**config.mk**
```make
export PLATFORM = sky130hd
export DESIGN_NAME = bus_sequencer
export DESIGN_NICKNAME = d
export VERILOG_FILES = /design/src/rtl/bus_seq_pkg.sv /design/src/rtl/bus_seq_decode.sv /design/src/rtl/bus_sequencer.sv
export SDC_FILE = /design/constraint.sdc
export NUM_CORES = 1
export LEC_CHECK = 0
export CAP_MARGIN = 25
export CORE_MARGIN = 1
export CORE_UTILIZATION = 36
export CTS_CLUSTER_DIAMETER = 150
export CTS_CLUSTER_SIZE = 20
export DETAILED_ROUTE_END_ITERATION = 6
export MAX_ROUTING_LAYER = met4
export PLACE_DENSITY = 0.86
export SETUP_SLACK_MARGIN = 0.15
export SLEW_MARGIN = 10
export SYNTH_ARGS = -nofsm -noshare
export SYNTH_HDL_FRONTEND = slang
export SYNTH_SLANG_ARGS = --single-unit
```
**constraint.sdc**
```tcl
create_clock -name i_clock -period 4.3 [get_ports i_clock]
set_clock_uncertainty 0.2 [all_clocks]
set_input_delay 0.86 -clock i_clock [delete_from_list [all_inputs] [get_ports i_clock]]
set_output_delay 0.86 -clock i_clock [all_outputs]
set_load 0.005 [all_outputs]
```
**src/rtl/bus_seq_pkg.sv**
```systemverilog
// bus_seq_pkg: shared types and constants for the bus sequencer.
// Holds the FSM state enum, bus source selects, opcodes and opcode-to-ALU mapping.
package bus_seq_pkg;
  typedef enum logic [2:0] {IDLE, T0, T1, T2, T3, T4, T5, T6} state_t;
  localparam logic [4:0] SEL_R0     = 5'd0;
  localparam logic [4:0] SEL_HI     = 5'd16;
  localparam logic [4:0] SEL_LO     = 5'd17;
  localparam logic [4:0] SEL_ZHI    = 5'd18;
  localparam logic [4:0] SEL_ZLO    = 5'd19;
  localparam logic [4:0] SEL_PC     = 5'd20;
  localparam logic [4:0] SEL_MDR    = 5'd21;
  localparam logic [4:0] SEL_INPORT = 5'd22;
  localparam logic [4:0] SEL_C      = 5'd23;
  localparam logic [4:0] SEL_IDLE   = 5'd24;
  localparam logic [4:0] OP_ADD  = 5'd0;
  localparam logic [4:0] OP_SUB  = 5'd1;
  localparam logic [4:0] OP_AND  = 5'd2;
  localparam logic [4:0] OP_OR   = 5'd3;
  localparam logic [4:0] OP_SHR  = 5'd4;
  localparam logic [4:0] OP_SHL  = 5'd5;
  localparam logic [4:0] OP_ROR  = 5'd6;
  localparam logic [4:0] OP_ROL  = 5'd7;
  localparam logic [4:0] OP_ADDI = 5'd8;
  localparam logic [4:0] OP_ANDI = 5'd9;
  localparam logic [4:0] OP_ORI  = 5'd10;
  localparam logic [4:0] OP_MUL  = 5'd15;
  localparam logic [4:0] OP_DIV  = 5'd16;
  // Immediates reuse the matching register-form ALU operation.
  function automatic logic [4:0] opcode_to_aluop(input logic [4:0] op);
    return op == OP_ADDI ? OP_ADD : op == OP_ANDI ? OP_AND : op == OP_ORI ? OP_OR : op;
  endfunction
endpackage

```
**src/rtl/bus_seq_decode.sv**
```systemverilog
// bus_seq_decode: combinational opcode classification.
// i_opcode: ir[31:27]; o_is_legal/o_is_imm/o_is_muldiv: class flags; o_alu_op: ALU code.
module bus_seq_decode
  import bus_seq_pkg::*;
(
  input  logic [4:0] i_opcode,
  output logic       o_is_legal,
  output logic       o_is_imm,
  output logic       o_is_muldiv,
  output logic [4:0] o_alu_op
);
  assign o_is_imm    = i_opcode inside {OP_ADDI, OP_ANDI, OP_ORI};
  assign o_is_muldiv = i_opcode inside {OP_MUL, OP_DIV};
  assign o_is_legal  = (i_opcode <= OP_ORI) || o_is_muldiv;
  assign o_alu_op    = opcode_to_aluop(i_opcode);
endmodule

```
**src/rtl/bus_sequencer.sv**
```systemverilog
// bus_sequencer: fetch/execute control sequencer for the shared 32-bit CPU bus.
// Inputs: i_clock, i_clear (async active-low), i_start, i_ir, i_mem_ready.
// Outputs: bus source select, register/datapath load enables, memory read, ALU op, busy/done/fault.
module bus_sequencer
  import bus_seq_pkg::*;
#(
  parameter int MEM_WAIT_MAX = 15
) (
  input  logic        i_clock,
  input  logic        i_clear,
  input  logic        i_start,
  input  logic [31:0] i_ir,
  input  logic        i_mem_ready,
  output logic [4:0]  o_bus_select,
  output logic [15:0] o_r_in,
  output logic        o_pc_in,
  output logic        o_ir_in,
  output logic        o_mar_in,
  output logic        o_mdr_in,
  output logic        o_y_in,
  output logic        o_z_in,
  output logic        o_hi_in,
  output logic        o_lo_in,
  output logic        o_inc_pc,
  output logic        o_mem_read,
  output logic [4:0]  o_alu_op,
  output logic        o_busy,
  output logic        o_done,
  output logic        o_fault
);
  localparam int CW = $clog2(MEM_WAIT_MAX + 2);
  state_t        r_state;
  logic [CW-1:0] r_wait;
  logic          r_fault;
  logic          w_legal;
  logic          w_imm;
  logic          w_muldiv;
  logic [4:0]    w_alu_op;
  logic          w_timeout;
  logic          w_unused_ir;
  assign w_unused_ir = ^i_ir[14:0];
  bus_seq_decode u_decode (
    .i_opcode    (i_ir[31:27]),
    .o_is_legal  (w_legal),
    .o_is_imm    (w_imm),
    .o_is_muldiv (w_muldiv),
    .o_alu_op    (w_alu_op)
  );
  assign w_timeout = (MEM_WAIT_MAX != 0) && !i_mem_ready && (r_wait == CW'(MEM_WAIT_MAX - 1));
  always_ff @(posedge i_clock or negedge i_clear) begin
    if (!i_clear) begin
      r_state <= IDLE;
      r_wait  <= '0;
      r_fault <= 1'b0;
    end else begin
      case (r_state)
        IDLE: if (i_start) begin
          r_state <= T0;
          r_fault <= 1'b0;
        end
        T0: begin
          r_state <= T1;
          r_wait  <= '0;
        end
        T1: if (i_mem_ready) r_state <= T2;
        else if (w_timeout) begin
          r_state <= IDLE;
          r_fault <= 1'b1;
        end
        // saturate so an unlimited wait never wraps back to the first-cycle value
        else r_wait <= r_wait + CW'(~&r_wait);
        T2: r_state <= T3;
        T3: if (w_legal) r_state <= T4;
        else begin
          r_state <= IDLE;
          r_fault <= 1'b1;
        end
        T4: r_state <= T5;
        T5: r_state <= w_muldiv ? T6 : IDLE;
        T6: r_state <= IDLE;
      endcase
    end
  end
  always_comb begin
    o_bus_select = SEL_IDLE;
    o_r_in       = '0;
    o_pc_in      = 1'b0;
    o_ir_in      = 1'b0;
    o_mar_in     = 1'b0;
    o_mdr_in     = 1'b0;
    o_y_in       = 1'b0;
    o_z_in       = 1'b0;
    o_hi_in      = 1'b0;
    o_lo_in      = 1'b0;
    o_inc_pc     = 1'b0;
    o_mem_read   = 1'b0;
    o_alu_op     = '0;
    o_done       = 1'b0;
    case (r_state)
      T0: begin
        o_bus_select = SEL_PC;
        o_mar_in     = 1'b1;
        o_inc_pc     = 1'b1;
        o_z_in       = 1'b1;
      end
      T1: begin
        o_bus_select = SEL_ZLO;
        o_pc_in      = r_wait == '0;
        o_mem_read   = 1'b1;
        o_mdr_in     = 1'b1;
      end
      T2: begin
        o_bus_select = SEL_MDR;
        o_ir_in      = 1'b1;
      end
      T3: begin
        o_bus_select = w_legal ? {1'b0, i_ir[22:19]} : SEL_IDLE;
        o_y_in       = w_legal;
        o_done       = !w_legal;
      end
      T4: begin
        o_bus_select = w_imm ? SEL_C : {1'b0, i_ir[18:15]};
        o_z_in       = 1'b1;
        o_alu_op     = w_alu_op;
      end
      T5: begin
        o_bus_select = SEL_ZLO;
        o_lo_in      = w_muldiv;
        o_r_in       = w_muldiv ? 16'd0 : 16'd1 << i_ir[26:23];
        o_done       = !w_muldiv;
      end
      T6: begin
        o_bus_select = SEL_ZHI;
        o_hi_in      = 1'b1;
        o_done       = 1'b1;
      end
      default: ;
    endcase
  end
  assign o_busy  = r_state != IDLE;
  // an illegal opcode is reported in the same cycle as its done pulse
  assign o_fault = r_fault | (r_state == T3 && !w_legal);
endmodule

```
==> out/qor.csv <==
stage,metric,value,unit
sta,worst slew pin tran,0.600,ns
clock_network,Num CTS Buffers,3,
layout,most frequent cells in the layout,"clkdlybuf4s50_1, nor2_1, nand2_1, o21ai_0, dfrtp_1",
placed_design,Final HPWL DP,2360,µm
setup_path,crit path cell chain,clkdlybuf4s50_1 -> or3_4 -> a21oi_4 -> nor2_2 -> or3b_1 -> a22o_1 -> clkdlybuf4s50_1,
logic_synthesis,number of distinct library cells after synthesis,40,
setup_path,flop-to-flop setup slack,2.36,ns
detailed_routing,First DRT Iteration DRCs,22,
sta,period utilisation layout,93.6,%
worst_hold_path,Hold WC Path Type,flop to flop,
logic_synthesis,"Seq/Total Area, Yosys",23.5,%
global_route,largest net degree at the start of global routing,22,
setup_path,Critical Path Source Type,input pin,
pwr,total power,0.000634,W
pwr,P_sw,0.000255,W
floorplanning,# IOs,75,
setup_path,CP required,3.24,ns
setup_path,"Arr. time, crit path",2.96,ns
detailed_routing,vias per inst,5.45,
layout,"most common cell after layout, fill and taps aside",clkdlybuf4s50_1,
global_route,antenna violations before repair,0,
clock_network,# Post-CTS Setup Buffers,0,
sta,Final Hold Fails,0,
layout,Final Util,64.4,%
logic_synthesis,ys async rst share,100,%
pwr,internal power,0.000379,W
logic_synthesis,#FFs+latches synth,9,
clock_network,Skew-Pair Late Insertion Delay,0.27,ns
clock_network,clk sinks,9,
global_route,vias in the first global route,1043,
logic_synthesis,number of warnings issued by yosys,0,
floorplanning,# rows,18,
floorplanning,Core Region,0.00250,mm²
layout,share of layout cells above drive strength 1,7.22,%
logic_synthesis,"Cell Area, Synth",958,µm²
sta,RSZ-0062 raised after global routing,false,
job,Max Cap Violations,0,
worst_hold_path,worst hold start,r_fault,
layout,Layout area overhead,68.0,%
floorplanning,Horiz. Die Dim,53.6,µm
floorplanning,initial core utilization,38.3,%
detailed_routing,routed len/inst,13.2,µm
layout,Layout Nets,233,
detailed_routing,Routed Antenna Nets,0,
logic_synthesis,Syn Nets,174,
pwr,clock power share,10.8,%
clock_network,clk buf depth,2,
clock_network,post_cts resized,0,
sta,Relative slew margins,60.0,%
sta,crit path time final,4.02,ns
logic_synthesis,Most used DFF post-synth,dfrtp_1,
detailed_routing,Detailed Route WL,2960,µm
pwr,Logic pwr share,62.7,%
pwr,sequential share of power,26.5,%
pwr,Max VDD drop,0.316,mV
setup_path,Worst Setup End Kind,output port,
pwr,LEAKAGE,0.633,nW
setup_path,CP Max Fanout,4,
pwr,Pwr Density,394,mW/mm²
status,status,"finished, final reports clean",
detailed_routing,DRC Markers,0,
clock_network,TritonCTS clock tree,yes,
logic_synthesis,Post-synth EDFFs,0,
sta,Final Setup Violations,0,
global_route,gr ovfl total,0,
setup_path,Crit. Startpoint,i_ir[30],
placed_design,input/output buffers,59,
sta,fmax,0.249,GHz
logic_synthesis,Syn Inst Count,136,
floorplanning,die span in y,53.6,µm
setup_path,worst r2r src,r_wait[2],
clock_network,CTS Root Cell,clkbuf_4,
sta,Final Slew Violations,0,
clock_network,Worst-path clk slew,0.07,ns
setup_path,max incr delay on CP,0.47,ns
clock_network,htree depth,1,
layout,"Cell Count, Final, Fillers Out",224,
sta,TNS Setup,0,ns
setup_path,critical path class,input pin to output port,
setup_path,Crit path top cell by count,clkdlybuf4s50_1,
detailed_routing,vias,1221,
pwr,Sw Share,40.3,%
logic_synthesis,"Avg Cell Area, Syn",7.05,µm²
layout,ANT cells,0,
placed_design,routability congestion estimate,0.881,
detailed_routing,1st-pass router iterations,5,
layout,fill cell total of the finished layout,218,
global_route,GRT Overall Usage,21.3,%
setup_path,critical path's slowest cell,clkdlybuf4s50_1,
placed_design,Placed Cells,220,
sta,Fin Hold WS,0.342,ns
global_route,global-route wire length before repair,4380,µm
setup_path,"CP delay by family, top",buffers and inverters,
logic_synthesis,top-area cell type share of the netlist area,23.5,%
setup_path,WP buf/inv,2,
clock_network,CTS Hold Bufs,0,
logic_synthesis,Yosys top cell by area,dfrtp_1,
logic_synthesis,Area contributors post-synth,"dfrtp_1, nor2_1, o21ai_0",
floorplanning,die area,0.00287,mm²
-- sequential cells by signal (all words and copies together) (netlist names) --
signal and cells:
r_wait 5, r_state 3, r_fault 1
-- layer usage --
metal	global-route usage [%]	share of wire (%)	wire, µm	vias to the layer above
met2	36.9	51	1510	42
li1	-	-	-	600
met5	-	0	0	-
met1	26.0	43	1260	574
met3	2.54	5.2	154	5
met4	5.70	1.0	30	0
-- cells in the mapped netlist (all sizes together) (2+ instances only) --
master / instances
nand2: 12
ha: 2
a22o: 2
o21ai: 11
nand2b: 7
dfrtp: 9
and3: 2
nor2b: 5
nand3: 4
o31ai: 2
nor3: 7
inv: 3
and4b: 2
buf: 3
nor2: 30
xor2: 3
a211oi: 2
a21oi: 6
clkbuf: 3
and2: 4
-- power groups by stage --
stage | Clock [W] | Combinational, W | Sequential [W]
floorplan | 0 | 0.000232 | 0.000131
global placement | 0 | 0.000384 | 0.000165
detailed placement | 0 | 0.000393 | 0.000168
CTS | 0.0000699 | 0.000396 | 0.000166
global route | 0.0000745 | 0.000436 | 0.000177
finish | 0.0000683 | 0.000397 | 0.000168
-- tightest hold or removal path: stages (launching register included) --
cell     delay (ns)
dfrtp_1        0.35
o21ai_0        0.07
o21ai_0        0.08
-- cells by family after synthesis --
kind of cell	count (synthesis)	synth area share (%)
flops	9	23.5
buf+inv	9	4.44
simple gates	80	42.3
xor+xnor	3	2.74
fa+ha+maj	2	2.61
compound gates	33	24.4
-- cell type report --
cell class	instances	area (µm²)	share of cell area (%)
Sequential cell	9	225	14.0
Multi-Input combinational cell	118	707	43.9
Tap cell	30	37.5	2.33
Inverter	3	11.3	0.699
Timing Repair Buffer	60	603	37.5
Clock buffer	4	26.3	1.63
-- stage by stage --
| step | instance area, µm² | worst slack [ns] |
|---|---|---|
| after global routing | 1610 | 0.163 |
| final | 1610 | 0.277 |
| after CTS | 1590 | 0.195 |
| after floorplan | 958 | 1.25 |
| after detailed placement | 1560 | 0.203 |
| after global placement | 1560 | 0.239 |
-- worst paths after layout --
path | end | cells after the start
worst min-delay path | r_fault | 2
min in group asynchronous | r_wait[4] | 1
worst max-delay path | o_bus_select[3] | 7
worst min register to register | r_fault | 2
worst max register to register | r_wait[4] | 8
max in group asynchronous | r_wait[1] | 1
Power figures use the tool's default switching activity.
